<file path="src/rtl/mem_access_ctrl.sv">
// mem_access_ctrl
// ---------------
// CPU-side initiator for a single-port synchronous data memory. It accepts one
// load/store request at a time, latches it into MAR/MDR, drives the memory
// pins, captures read data into MDR after RD_LAT edges and returns a
// one-cycle response. Every output is decoded from registered state, so there
// is no combinational path from req to any mem_* pin.
//
// Parameters:
//   DEPTH   number of 32-bit words in the memory (used only for range checking)
//   RD_LAT  edges from address presentation until mem_q is valid (1..4)
//
// Optional feature (macro MEM_ACCESS_CTRL_ADDR_CHECK_EN):
//   defined   -> requests with req_addr >= DEPTH skip the memory entirely and
//                complete one cycle later with resp_err=1 and resp_rdata=0.
//   undefined -> no comparator, resp_err tied low, all addresses issued as-is.
//
// Ports:
//   clk, clear                        clock, synchronous active-high reset
//   req, req_we, req_addr, req_wdata  request from the control unit
//   req_ready                         high only while idle
//   resp_valid, resp_rdata, resp_err  one-cycle completion and load result
//   mem_address, mem_read, mem_write, mem_datain, mem_q   memory interface

module mem_access_ctrl #(
  parameter int DEPTH  = 512,
  parameter int RD_LAT = 1
) (
  input  logic        clk,
  input  logic        clear,
  input  logic        req,
  input  logic        req_we,
  input  logic [31:0] req_addr,
  input  logic [31:0] req_wdata,
  output logic        req_ready,
  output logic        resp_valid,
  output logic [31:0] resp_rdata,
  output logic        resp_err,
  output logic [31:0] mem_address,
  output logic        mem_read,
  output logic        mem_write,
  output logic [31:0] mem_datain,
  input  logic [31:0] mem_q
);

  typedef enum logic [1:0] {
    IDLE   = 2'd0,
    ACCESS = 2'd1,
    WAIT   = 2'd2,
    DONE   = 2'd3
  } state_t;

  // WAIT is left on the edge where the counter is already zero, so the
  // counter starts at RD_LAT-1 to give exactly RD_LAT WAIT cycles.
  localparam logic [1:0] LAT_LOAD = 2'(RD_LAT - 1);

  state_t      state_q, state_d;
  logic [31:0] mar_q, mar_d;
  logic [31:0] mdr_q, mdr_d;
  logic        we_q, we_d;
  logic [1:0]  cnt_q, cnt_d;

`ifdef MEM_ACCESS_CTRL_ADDR_CHECK_EN
  logic err_q, err_d;
  logic addr_oor;

  assign addr_oor = (req_addr >= 32'(DEPTH));
  assign resp_err = (state_q == DONE) && err_q;
`else
  // DEPTH only matters when range checking is built in.
  logic unused_depth;

  assign unused_depth = (DEPTH > 0);
  assign resp_err     = 1'b0;
`endif

  // Next-state and register updates
  always_comb begin
    state_d = state_q;
    mar_d   = mar_q;
    mdr_d   = mdr_q;
    we_d    = we_q;
    cnt_d   = cnt_q;
`ifdef MEM_ACCESS_CTRL_ADDR_CHECK_EN
    err_d   = err_q;
`endif
    case (state_q)
      IDLE: begin
        if (req) begin
          mar_d   = req_addr;
          we_d    = req_we;
          state_d = ACCESS;
          if (req_we) begin
            mdr_d = req_wdata;
          end
`ifdef MEM_ACCESS_CTRL_ADDR_CHECK_EN
          err_d = 1'b0;
          // Out-of-range requests never touch the memory.
          if (addr_oor) begin
            mdr_d   = '0;
            err_d   = 1'b1;
            state_d = DONE;
          end
`endif
        end
      end
      ACCESS: begin
        if (we_q) begin
          state_d = DONE;
        end else begin
          cnt_d   = LAT_LOAD;
          state_d = WAIT;
        end
      end
      WAIT: begin
        if (cnt_q != 2'd0) begin
          cnt_d = cnt_q - 2'd1;
        end else begin
          mdr_d   = mem_q;
          state_d = DONE;
        end
      end
      DONE: begin
        state_d = IDLE;
      end
      default: begin
        state_d = IDLE;
      end
    endcase
  end

  // Outputs decoded purely from registered state
  always_comb begin
    req_ready   = (state_q == IDLE);
    resp_valid  = (state_q == DONE);
    mem_write   = (state_q == ACCESS) && we_q;
    mem_read    = ((state_q == ACCESS) && !we_q) || (state_q == WAIT);
    mem_address = mar_q;
    mem_datain  = mdr_q;
    resp_rdata  = mdr_q;
  end

  always_ff @(posedge clk) begin
    if (clear) begin
      state_q <= IDLE;
      mar_q   <= '0;
      mdr_q   <= '0;
      we_q    <= 1'b0;
      cnt_q   <= 2'd0;
`ifdef MEM_ACCESS_CTRL_ADDR_CHECK_EN
      err_q   <= 1'b0;
`endif
    end else begin
      state_q <= state_d;
      mar_q   <= mar_d;
      mdr_q   <= mdr_d;
      we_q    <= we_d;
      cnt_q   <= cnt_d;
`ifdef MEM_ACCESS_CTRL_ADDR_CHECK_EN
      err_q   <= err_d;
`endif
    end
  end

endmodule
</file>
<file path="config.mk">
export PLATFORM = sky130hd
export DESIGN_NAME = mem_access_ctrl
export DESIGN_NICKNAME = d
export VERILOG_FILES = /design/src/rtl/mem_access_ctrl.sv
export SDC_FILE = /design/constraint.sdc
export NUM_CORES = 1
export LEC_CHECK = 0
export CAP_MARGIN = 5
export CORE_AREA = 2 2 99 101
export DETAILED_ROUTE_END_ITERATION = 7
export DIE_AREA = 0 0 101 103
export PLACE_DENSITY = 0.84
export SYNTH_ARGS = -nofsm -noshare
export SYNTH_HDL_FRONTEND = slang
export SYNTH_SLANG_ARGS = --single-unit
</file>
<file path="constraint.sdc">
create_clock -name clk -period 2.06 [get_ports clk]
set_input_delay 0.412 -clock clk [delete_from_list [all_inputs] [get_ports clk]]
set_output_delay 0.412 -clock clk [all_outputs]
set_load 0.005 [all_outputs]
</file>
# Yosys cells after proc, flatten, opt, wreduce, memory -nomap -nowiden
# Index checks and enable logic that the tools add are counted.
# op_classes
addsub	1
multipliers	0
n_div	0
n_lt_le_gt_ge	0
n_eq_ne	8
n_shift	0
muxes	11
bitwise_logic	0
reduce_logical	12
# ops
op	count
two-way mux 32 bit	3
case mux 32 bit (2 select lines)	1
!= test 2 bit, second input constant	5
two-way mux 2 bit	4
case mux 2 bit (4 select lines)	1
nonzero test 2 bit	3
== test 2 bit, second input constant	2
case mux 2 bit (2 select lines)	1
AND reduction 2 bit	2
AND reduction 4 bit	1
AND reduction 3 bit	1
== test 2 x 1 -> 1 bit, second input constant	1
logical AND 1 bit	2
zero test 2 bit	1
subtractor 2 x 1 -> 2 bit, second input constant	1
zero test 1 bit	1
logical OR 1 bit	1
two-way mux 1 bit	1
# word_totals
reg_bits	69
latchBits	0
ramBits	0
mem_bits_ro	0
input_bits	100
wordCells	37
n_memories	0

# Longest topological paths before layout
# depth
depth_word	3
mapped_depth	7
ltp_nobuf	5

# Worst setup path after synthesis
# OpenSTA, ideal clock, no wires.
# synth_timing
path_type	register to output
startpoint	register state_q[0]
endpoint	output mem_read
t_arrival_ps	1201
slack_ps	447
stages_incl_launch_ff	8
n_path_buf	3
cell_sequence	dfxtp_1 -> inv_1 -> ha_1 -> buf_6 -> buf_12 -> buf_8 -> inv_2 -> o21ai_0
# synth_via
elab_chain_len	3
word_cells_on_any_way	4
classes_between	eq/ne (2); reduce/logical (2)
# synth_lines
element	line_no	source
start: declaration	57	state_t state_q, state_d;
start signal: assignment	154	state_q <= state_d;
== test 2 x 1 -> 1 bit	137	mem_read = ((state_q == ACCESS) && !we_q) || (state_q == WAIT);
logical AND 1 bit	137	
logical OR 1 bit *	137	
end: declaration	40	output logic mem_read,
# Every way passes the cells marked *; elsewhere a longest branch is shown, timed or not.

# Worst setup path after layout
# layout_timing
startpoint	register state_q[1]
endpoint	output req_ready
# layout_via
elab_chain_len	1
# layout_lines
element	line_no	source
zero test 2 bit	134	req_ready = (state_q == IDLE);
end: declaration	35	output logic req_ready,
# No other way between the ends.

==> impl_metrics.py <==
metrics = {
    "run_status": {
        "status": "completed",
    },
    "critical_path": {
        "path_cells": "inv_1 > ha_4 > clkdlybuf4s50_1",
        "end_kind": "primary output",
        "path_max_fanout": 8,
        "critPathRequiredTime_ns": 1.65,
        "slowest_stage": "clkdlybuf4s50_1",
        "path_buf_inv": 2,
        "critPathKind": "register to primary output",
        "start_kind": "register",
        "critical_path.top_delay_family": "buffers and inverters",
        "cp.arrival_ns": 1.53,
        "r2r_end": "mem_datain[1]$_SDFFE_PP0P_",
        "reg2reg_depth": 6,
        "r2r_slack_ns": 0.19,
        "critPathMaxStageDelay_ns": 0.53,
        "r2r_start": "state_q[0]$_SDFFE_PP0P_",
    },
    "floorplan": {
        "ios": 201,
        "die_w_um": 101,
        "core_area_um2": 9460,
        "start_util_pct": 37.6,
        "die_area_um2": 10400,
        "die_h_um": 103,
        "rows": 36,
    },
    "logic_synthesis": {
        "syn_area_um2": 3560,
        "synth_top_area_share_pct": 38.8,
        "synthesis.instances": 400,
        "ys_seq_area_share_pct": 38.8,
        "synth.distinct_cells": 35,
        "yosysWarnings": 0,
        "ys.flop_type": "dfxtp_1",
        "synth_top_area_cell": "dfxtp_1",
        "synthArstFlopShare_pct": 0,
        "ys_ff_latch": 69,
        "synth_edf_count": 0,
        "syn-num-nets": 506,
        "avgSynthCellArea_um2": 8.89,
        "ys_top_cells_by_area": "dfxtp_1 (39%), a221oi_2 (13%), nand2_1 (7.1%)",
    },
    "clocking": {
        "clk_pin_slew_ns": 0.07,
        "clockBufferDepth": 2,
        "cts_root_buf": "clkbuf_8",
        "cts_max_level": 3,
        "cts_tree": "built",
        "worstSkewPairLatency_ns": 0.34,
        "cts_sinks": 69,
        "cts_buffers": 9,
    },
    "detailed_routing": {
        "postRouteWirelength_um": 9840,
        "antenna_left": 0,
        "drt_iter0_drc": 80,
        "wl_per_cell_um": 14.6,
        "drc": 0,
        "dr_total_vias": 3322,
        "viasPerCell": 4.92,
        "drt_pre_antenna_iters": 4,
    },
    "pwr": {
        "power_leakage_nw": 2.01,
        "seqPwrFrac_pct": 33.7,
        "p_comb_share_pct": 42.7,
        "total_power_mw": 5.20,
        "switching_power_mw": 1.67,
        "powerDensity_nw_per_um2": 928,
        "sw_frac_of_total_pct": 32.1,
        "intPower_mw": 3.53,
        "peakVddDrop_mv": 0.520,
        "clkPwrFrac_pct": 23.5,
    },
    "place": {
        "port_buffers": 199,
        "placed_area_um2": 5360,
        "place.gp.congestion": 0.769,
        "hpwl_um": 7270,
    },
    "global_routing": {
        "grt_pass1_vias": 3363,
        "grt-ovfl-total": 0,
        "grt_max_degree": 34,
        "grt_pass1_wl_um": 15100,
        "grt_use_total_pct": 17.9,
        "antenna_found_initial": 0,
    },
    "min_path": {
        "hold_depth": 2,
        "min_to": "state_q[1]$_SDFFE_PP0P_",
        "holdCritPathClass": "input port to register",
        "min-delay-start": "clear",
    },
    "sta": {
        "fin_crit_ns": 1.94,
        "slew_headroom_pct": 63.5,
        "rsz0062_at_grt": "no",
        "clock_skew_ns": 0.00884,
        "fmax_ghz": 0.516,
        "finalMaxSlewViolations": 0,
        "period_share_pct": 94.1,
        "finalSetupViolations": 0,
        "setup_tns_ns": 0,
        "hold_violations": 0,
        "worst_slew_pin_slew_ns": 0.548,
    },
    "final_layout": {
        "area_growth_pct": 57.5,
        "antenna_cells": 0,
        "drive_gt1_share_pct": 12.8,
        "final_cell_mix": "clkdlybuf4s50_1 (196), dfxtp_1 (68), nand2_1 (66)",
        "fin_area_um2": 5600,
        "finalNetCount": 662,
        "mostFrequentLayoutCell": "clkdlybuf4s50_1",
    },
    "flow_run": {
        "cap_violations": 0,
    },
}
flip-flops by register name (all words and copies together), names as in the netlist:
| name | flops |
|---|---|
| cnt_q | 2 |
| mem_address | 32 |
| mem_datain | 32 |
| state_q | 2 |
| we_q | 1 |
Yosys cell counts, drive strengths merged, types with 2 or more instances:
cell / number
and2b: 4
dfxtp: 69
o311ai: 2
nand3: 3
a21oi: 35
nand2: 67
a211oi: 32
nor2b: 30
ha: 6
o21ai: 2
a221oi: 32
clkbuf: 11
buf: 54
inv: 39
nand2b: 2
a21o: 2
and2: 3
logic make-up after synthesis:
family	Yosys count	synth area share, %
AO/OA/AOI/OAI	108	26.9
other	1	0.105
AND/OR/NAND/NOR	112	15.3
flip-flops	69	38.8
adder cells (fa/ha/maj)	6	2.11
buffers and inverters	104	16.8
cell type report:
class	instances	area (um2)
clock inverters	7	97.6
well taps	114	143
flip-flops and latches	69	1380
fillers	820	3860
clock buffers	9	124
multi-input cells	228	1610
inverters	39	146
repair buffers	209	2100
layer usage:
metal | part of all wire [%] | track usage, %
met4 | 0.97 | 6.76
met5 | 0 | 0
met3 | 7.3 | 5.22
met2 | 53 | 34.1
met1 | 39 | 18.6
metrics by stage:
| stage | hold slack, ns | instances | util [%] | worst slack, ns |
|---|---|---|---|---|
| after global placement | 0.441 | 658 | 56.6 | 0.144 |
| after global routing | 0.372 | 675 | 59.2 | 0.0406 |
| final | 0.357 | 675 | 59.2 | 0.122 |
| after floorplan | 0.442 | 400 | - | 0.447 |
| after detailed placement | 0.449 | 658 | 56.6 | 0.0945 |
| after CTS | 0.356 | 674 | 59.1 | 0.0311 |
power by group through the flow:
| stage | Sequential (mW) | Clock (mW) | Combinational, mW |
|---|---|---|---|
| 2_1_floorplan | 1.78 | 0 | 1.27 |
| 4_1_cts | 1.76 | 1.26 | 2.24 |
| 3_3_place_gp | 1.77 | 0 | 2.15 |
| 5_1_grt | 1.79 | 1.30 | 2.45 |
| 3_5_place_dp | 1.79 | 0 | 2.21 |
| 6_report | 1.75 | 1.22 | 2.22 |
worst max path at each step:
stage	from	endpoint	slack [ns]	depth (start not counted)
floorplan	state_q[0]$_SDFFE_PP0P_	mem_read	0.45	7
global placement	req	mem_datain[22]$_SDFFE_PP0P_	0.14	4
detailed placement	req	mem_datain[19]$_SDFFE_PP0P_	0.09	4
CTS	state_q[0]$_SDFFE_PP0P_	req_ready	0.03	3
global route	state_q[1]$_SDFFE_PP0P_	mem_read	0.04	5
finish	state_q[1]$_SDFFE_PP0P_	req_ready	0.12	3
what timing repair did:
action / CTS / global route
hold buffers: 0 / 0
setup endpoints to repair: 3 / 5
gates resized for setup: 7 / 1
endpoints found under the hold margin: 0 / 0
cloned: 0 / 1
setup buffers: 0 / 0
No activity file was read; power rests on OpenSTA's default activity.
